$ cat config.mk
export PLATFORM = sky130hd
export DESIGN_NAME = bin_to_bcd_seq
export DESIGN_NICKNAME = d
export VERILOG_FILES = /design/src/rtl/calc_pkg.sv /design/src/rtl/bcd_add3_nibble.sv /design/src/rtl/bin_to_bcd_seq.sv
export SDC_FILE = /design/constraint.sdc
export NUM_CORES = 1
export LEC_CHECK = 0
export CORE_MARGIN = 4
export CORE_UTILIZATION = 35
export DETAILED_ROUTE_END_ITERATION = 8
export HOLD_SLACK_MARGIN = 0.12
export MAX_ROUTING_LAYER = met4
export PLACE_DENSITY_LB_ADDON = 0.15
export SLEW_MARGIN = 0
export SYNTH_ARGS = -nofsm -noshare
export SYNTH_HDL_FRONTEND = slang
export SYNTH_HIERARCHICAL = 1
export SYNTH_SLANG_ARGS = --single-unit
$ cat constraint.sdc
create_clock -name clk -period 3.2 [get_ports clk]
set_input_delay 0.32 -clock clk [delete_from_list [all_inputs] [get_ports clk]]
set_output_delay 0.32 -clock clk [all_outputs]
set_load 0.005 [all_outputs]
$ cat src/rtl/calc_pkg.sv
// Shared constants and types for the arithmetic result path.
// Provides the default adder result width, BCD nibble geometry, the
// double-dabble correction threshold and the converter state encoding.
package calc_pkg;

    localparam int IN_W_DEF       = 14;
    localparam int BCD_NIBBLE_W   = 4;
    localparam int ADD3_THRESHOLD = 5;

    typedef enum logic [1:0] {
        IDLE   = 2'd0,
        SHIFT  = 2'd1,
        FINISH = 2'd2
    } state_e;

endpackage : calc_pkg

$ cat src/rtl/bcd_add3_nibble.sv
// Double-dabble correction for one BCD digit: a nibble of 5 or more gets +3
// so that the following left shift carries correctly into the next digit.
// Ports:
//   nib_i - BCD nibble before correction
//   nib_o - corrected nibble
module bcd_add3_nibble
    import calc_pkg::*;
(
    input  logic [BCD_NIBBLE_W-1:0] nib_i,
    output logic [BCD_NIBBLE_W-1:0] nib_o
);

    // Conditional +3 correction.
    always_comb begin
        if (nib_i >= BCD_NIBBLE_W'(ADD3_THRESHOLD)) begin
            nib_o = nib_i + BCD_NIBBLE_W'(3);
        end else begin
            nib_o = nib_i;
        end
    end

endmodule : bcd_add3_nibble

$ cat src/rtl/bin_to_bcd_seq.sv
// Sequential shift-and-add-3 binary to BCD converter for the adder result.
// One conversion takes IN_W+2 cycles: load, IN_W shift cycles, finish.
// Ports:
//   clk       - system clock, rising edge
//   rst       - synchronous active-high reset, aborts a conversion
//   start     - conversion request, honoured only in IDLE
//   is_signed - interpret bin as two's complement (sampled with start)
//   bin       - value to convert (sampled with start)
//   busy      - high while the conversion is in progress
//   done      - one-cycle pulse when bcd/neg/ovf are updated
//   bcd       - packed BCD result, digit 0 in bits [3:0]
//   neg       - result is negative
//   ovf       - a digit beyond the displayable ones is nonzero
module bin_to_bcd_seq
    import calc_pkg::*;
#(
    parameter int IN_W        = IN_W_DEF,
    parameter int DIGITS      = 5,
    parameter int DISP_DIGITS = 4
) (
    input  logic                             clk,
    input  logic                             rst,
    input  logic                             start,
    input  logic                             is_signed,
    input  logic [IN_W-1:0]                  bin,
    output logic                             busy,
    output logic                             done,
    output logic [BCD_NIBBLE_W*DIGITS-1:0]   bcd,
    output logic                             neg,
    output logic                             ovf
);

    localparam int BCD_W = BCD_NIBBLE_W * DIGITS;
    localparam int SCR_W = BCD_W + IN_W;
    localparam int CNT_W = $clog2(IN_W);

    state_e             state_q, state_d;
    logic [CNT_W-1:0]   cnt_q, cnt_d;
    logic [SCR_W-1:0]   scratch_q, scratch_d;
    logic               neg_pending_q, neg_pending_d;
    logic               busy_q, busy_d;
    logic               done_q, done_d;
    logic [BCD_W-1:0]   bcd_q, bcd_d;
    logic               neg_q, neg_d;
    logic               ovf_q, ovf_d;

    logic [IN_W-1:0]    mag_s;
    logic               sign_s;
    logic [BCD_W-1:0]   adj_bcd_s;
    logic               ovf_s;

    // Per-digit +3 correction of the BCD field ahead of each shift.
    for (genvar g = 0; g < DIGITS; g++) begin : g_add3
        bcd_add3_nibble u_add3 (
            .nib_i (scratch_q[IN_W + BCD_NIBBLE_W*g +: BCD_NIBBLE_W]),
            .nib_o (adj_bcd_s[BCD_NIBBLE_W*g +: BCD_NIBBLE_W])
        );
    end

    // Input magnitude and sign; the most negative value maps to 2^(IN_W-1)
    // read as unsigned, and a zero magnitude is never reported negative.
    always_comb begin
        sign_s = is_signed & bin[IN_W-1];
        if (sign_s) begin
            mag_s = ~bin + IN_W'(1);
        end else begin
            mag_s = bin;
        end
    end

    // Overflow: any nonzero digit the display cannot show.
    always_comb begin
        ovf_s = 1'b0;
        for (int i = DISP_DIGITS; i < DIGITS; i++) begin
            ovf_s = ovf_s | (scratch_q[IN_W + BCD_NIBBLE_W*i +: BCD_NIBBLE_W] != BCD_NIBBLE_W'(0));
        end
    end

    // Next-state and datapath control.
    always_comb begin
        state_d       = state_q;
        cnt_d         = cnt_q;
        scratch_d     = scratch_q;
        neg_pending_d = neg_pending_q;
        busy_d        = busy_q;
        done_d        = 1'b0;
        bcd_d         = bcd_q;
        neg_d         = neg_q;
        ovf_d         = ovf_q;
        case (state_q)
            IDLE: begin
                busy_d = 1'b0;
                if (start) begin
                    scratch_d     = {{BCD_W{1'b0}}, mag_s};
                    neg_pending_d = sign_s & (mag_s != IN_W'(0));
                    cnt_d         = CNT_W'(0);
                    state_d       = SHIFT;
                end else begin
                    state_d = IDLE;
                end
            end
            SHIFT: begin
                busy_d    = 1'b1;
                // The top bit of the corrected field is always zero, so
                // dropping it in the shift loses nothing.
                scratch_d = {adj_bcd_s, scratch_q[IN_W-1:0]} << 1'b1;
                cnt_d     = cnt_q + CNT_W'(1);
                if (cnt_q == CNT_W'(IN_W - 1)) begin
                    state_d = FINISH;
                end else begin
                    state_d = SHIFT;
                end
            end
            FINISH: begin
                bcd_d   = scratch_q[SCR_W-1:IN_W];
                neg_d   = neg_pending_q;
                ovf_d   = ovf_s;
                done_d  = 1'b1;
                busy_d  = 1'b0;
                state_d = IDLE;
            end
            default: begin
                busy_d  = 1'b0;
                state_d = IDLE;
            end
        endcase
    end

    // State and output registers with synchronous reset.
    always_ff @(posedge clk) begin
        if (rst) begin
            state_q       <= IDLE;
            cnt_q         <= CNT_W'(0);
            scratch_q     <= SCR_W'(0);
            neg_pending_q <= 1'b0;
            busy_q        <= 1'b0;
            done_q        <= 1'b0;
            bcd_q         <= BCD_W'(0);
            neg_q         <= 1'b0;
            ovf_q         <= 1'b0;
        end else begin
            state_q       <= state_d;
            cnt_q         <= cnt_d;
            scratch_q     <= scratch_d;
            neg_pending_q <= neg_pending_d;
            busy_q        <= busy_d;
            done_q        <= done_d;
            bcd_q         <= bcd_d;
            neg_q         <= neg_d;
            ovf_q         <= ovf_d;
        end
    end

    assign busy = busy_q;
    assign done = done_q;
    assign bcd  = bcd_q;
    assign neg  = neg_q;
    assign ovf  = ovf_q;

endmodule : bin_to_bcd_seq

==> qor.yml <==
ios: 42
root_buffer: "clkbuf_8"
dieHeight_um: 102
syn_inst: 369
drcViolationCount: 0
path_buf_inv: 1
vdd_drop_max_mv: 0.203
cts_buffers: 9
slew_headroom_pct: 30.5
gp_congestion: 0.865
power_density_nw_per_um2: 455
grt_pass1_vias: 2456
clkLatencyLatePin_ps: 340
layout.cells.most_common: "nand2_1"
io_buffers: 41
max-cap-violations: 0
cts_hold_buffers: 0
path_delay_family: "simple AND/OR/NAND/NOR gates"
die_area_sq_um: 10400
outcome: "complete, no violations"
slowest_delay_ps: 620
yosysWarnings: 6
cp.arrival_ps: 2680
overflow: 0
setup_viol: 0
power_frac_comb_pct: 8.7
final.setup.tns_ps: 0
holdWs_ps: 452
period_needed_ps: 2450
routed-via-count: 2619
syn_area_per_cell_sq_um: 8.41
switchingPower_mw: 0.410
antenna_cells: 0
end_kind: "register"
track_usage_pct: 14.5
fin_crit_sh_pct: 76.7
crit_chain: "clkdlybuf4s50_1 -> or4_4 -> or4_1 -> nor3b_1 -> o22ai_1 -> o31a_1"
p_int_mw: 1.33
clock.fmax_ghz: 0.408
p_leak_nw: 1.39
n_fill_cell: 892
die_w_um: 102
wire_per_inst_um: 13.0
clkPwrFrac_pct: 42.9
switching_share_pct: 23.6
cts_max_path_buffers: 2
worst-path-max-fanout: 8
ant_nets: 0
drt-total-wl_um: 6760
post-dp-hpwl_um: 4750
cts_sinks: 65
sequentialPowerShare_pct: 48.3
mostFrequentLayoutCells: "nand2_1, dfxtp_1, clkdlybuf4s50_1"
drive_gt1_share_pct: 7.32
coreArea_sq_um: 8680
grt_max_degree: 35
cts_setup_buffers: 0
start_kind: "primary input"
drtIter0Drc: 127
clk_pin_slew_ps: 70
worst_pin_slew_ps: 1040
hold_class: "reg -> reg"
cts_max_level: 3
grt_pass1_wl_um: 11600
antenna_found_initial: 0
drv_slew: 0
drtPass1Iterations: 5
final_nets: 436
required_ps: 3420
ctsResizeCount: 0
path_class: "in -> reg"
cpMaxStageDelayCell: "or4_4"
syn2layout_area_growth_pct: 23.0
fp-row-count: 34
syn-cell-area_sq_um: 3100
cts_tree: "yes"
initial_core_util_pct: 35.8
via_per_inst: 5.06
synth_fp_nets: 400
skew_ps: 7.80
rsz0062_at_grt: "false"
hold_viol_final: 0
worst min-delay path, stage by stage (launching register included):
cell and delay [ps]:
dfxtp_1 310, nand2_1 50, a21oi_1 50
sequential cells by signal, summed over array words and instances, names as in the netlist:
register and flops:
bcd 20, busy 1, cnt_q 4, done 1, neg 1, neg_pending_q 1
ovf 1, scratch_q 34, state_q 2
layout make-up:
| cell class | count | area, sq um | share of cell area [%] |
|---|---|---|---|
| multi-input combinational | 267 | 1660 | 43.4 |
| sequential | 65 | 1300 | 34.1 |
| timing repair buffer | 48 | 463 | 12.1 |
| tap | 108 | 135 | 3.54 |
| clock buffer | 10 | 128 | 3.34 |
| clock inverter | 6 | 82.6 | 2.16 |
| inverter | 14 | 52.6 | 1.38 |
power by group through the flow:
stage	sequential (mW)	clock [mW]	combinational (mW)
detailed placement	0.859	0	0.154
finish	0.840	0.747	0.152
floorplan	0.855	0	0.0966
global placement	0.859	0	0.152
CTS	0.840	0.770	0.154
global route	0.842	0.805	0.172
metal layers:
layer	global-route usage [%]	share of wire [%]
met1	18.5	48
met2	22.1	46
met3	3.28	4.6
met4	6.36	1.5
met5	-	0
metrics by stage:
stage | cells | power [mW] | setup slack [ps] | utilization [%] | cell area (sq um)
floorplan | 369 | 0.952 | 963 | - | 3100
global placement | 502 | 1.01 | 453 | 41.6 | 3610
detailed placement | 502 | 1.01 | 429 | 41.6 | 3610
CTS | 518 | 1.76 | 796 | 44.0 | 3820
global route | 518 | 1.82 | 654 | 44.0 | 3820
finish | 518 | 1.74 | 747 | 44.0 | 3820
final timing paths:
kind	from	endpoint	slack, ps	depth (start not counted)
min	bcd[6]$_SDFFE_PP0P_	bcd[6]$_SDFFE_PP0P_	450	2
min reg2reg	bcd[6]$_SDFFE_PP0P_	bcd[6]$_SDFFE_PP0P_	450	2
max	bin[5]	neg_pending_q$_SDFFE_PP0P_	750	6
max reg2reg	state_q[0]$_SDFF_PP0_	scratch_q[2]$_SDFFE_PP0P_	1340	5
(Power assumes the default switching activity.)
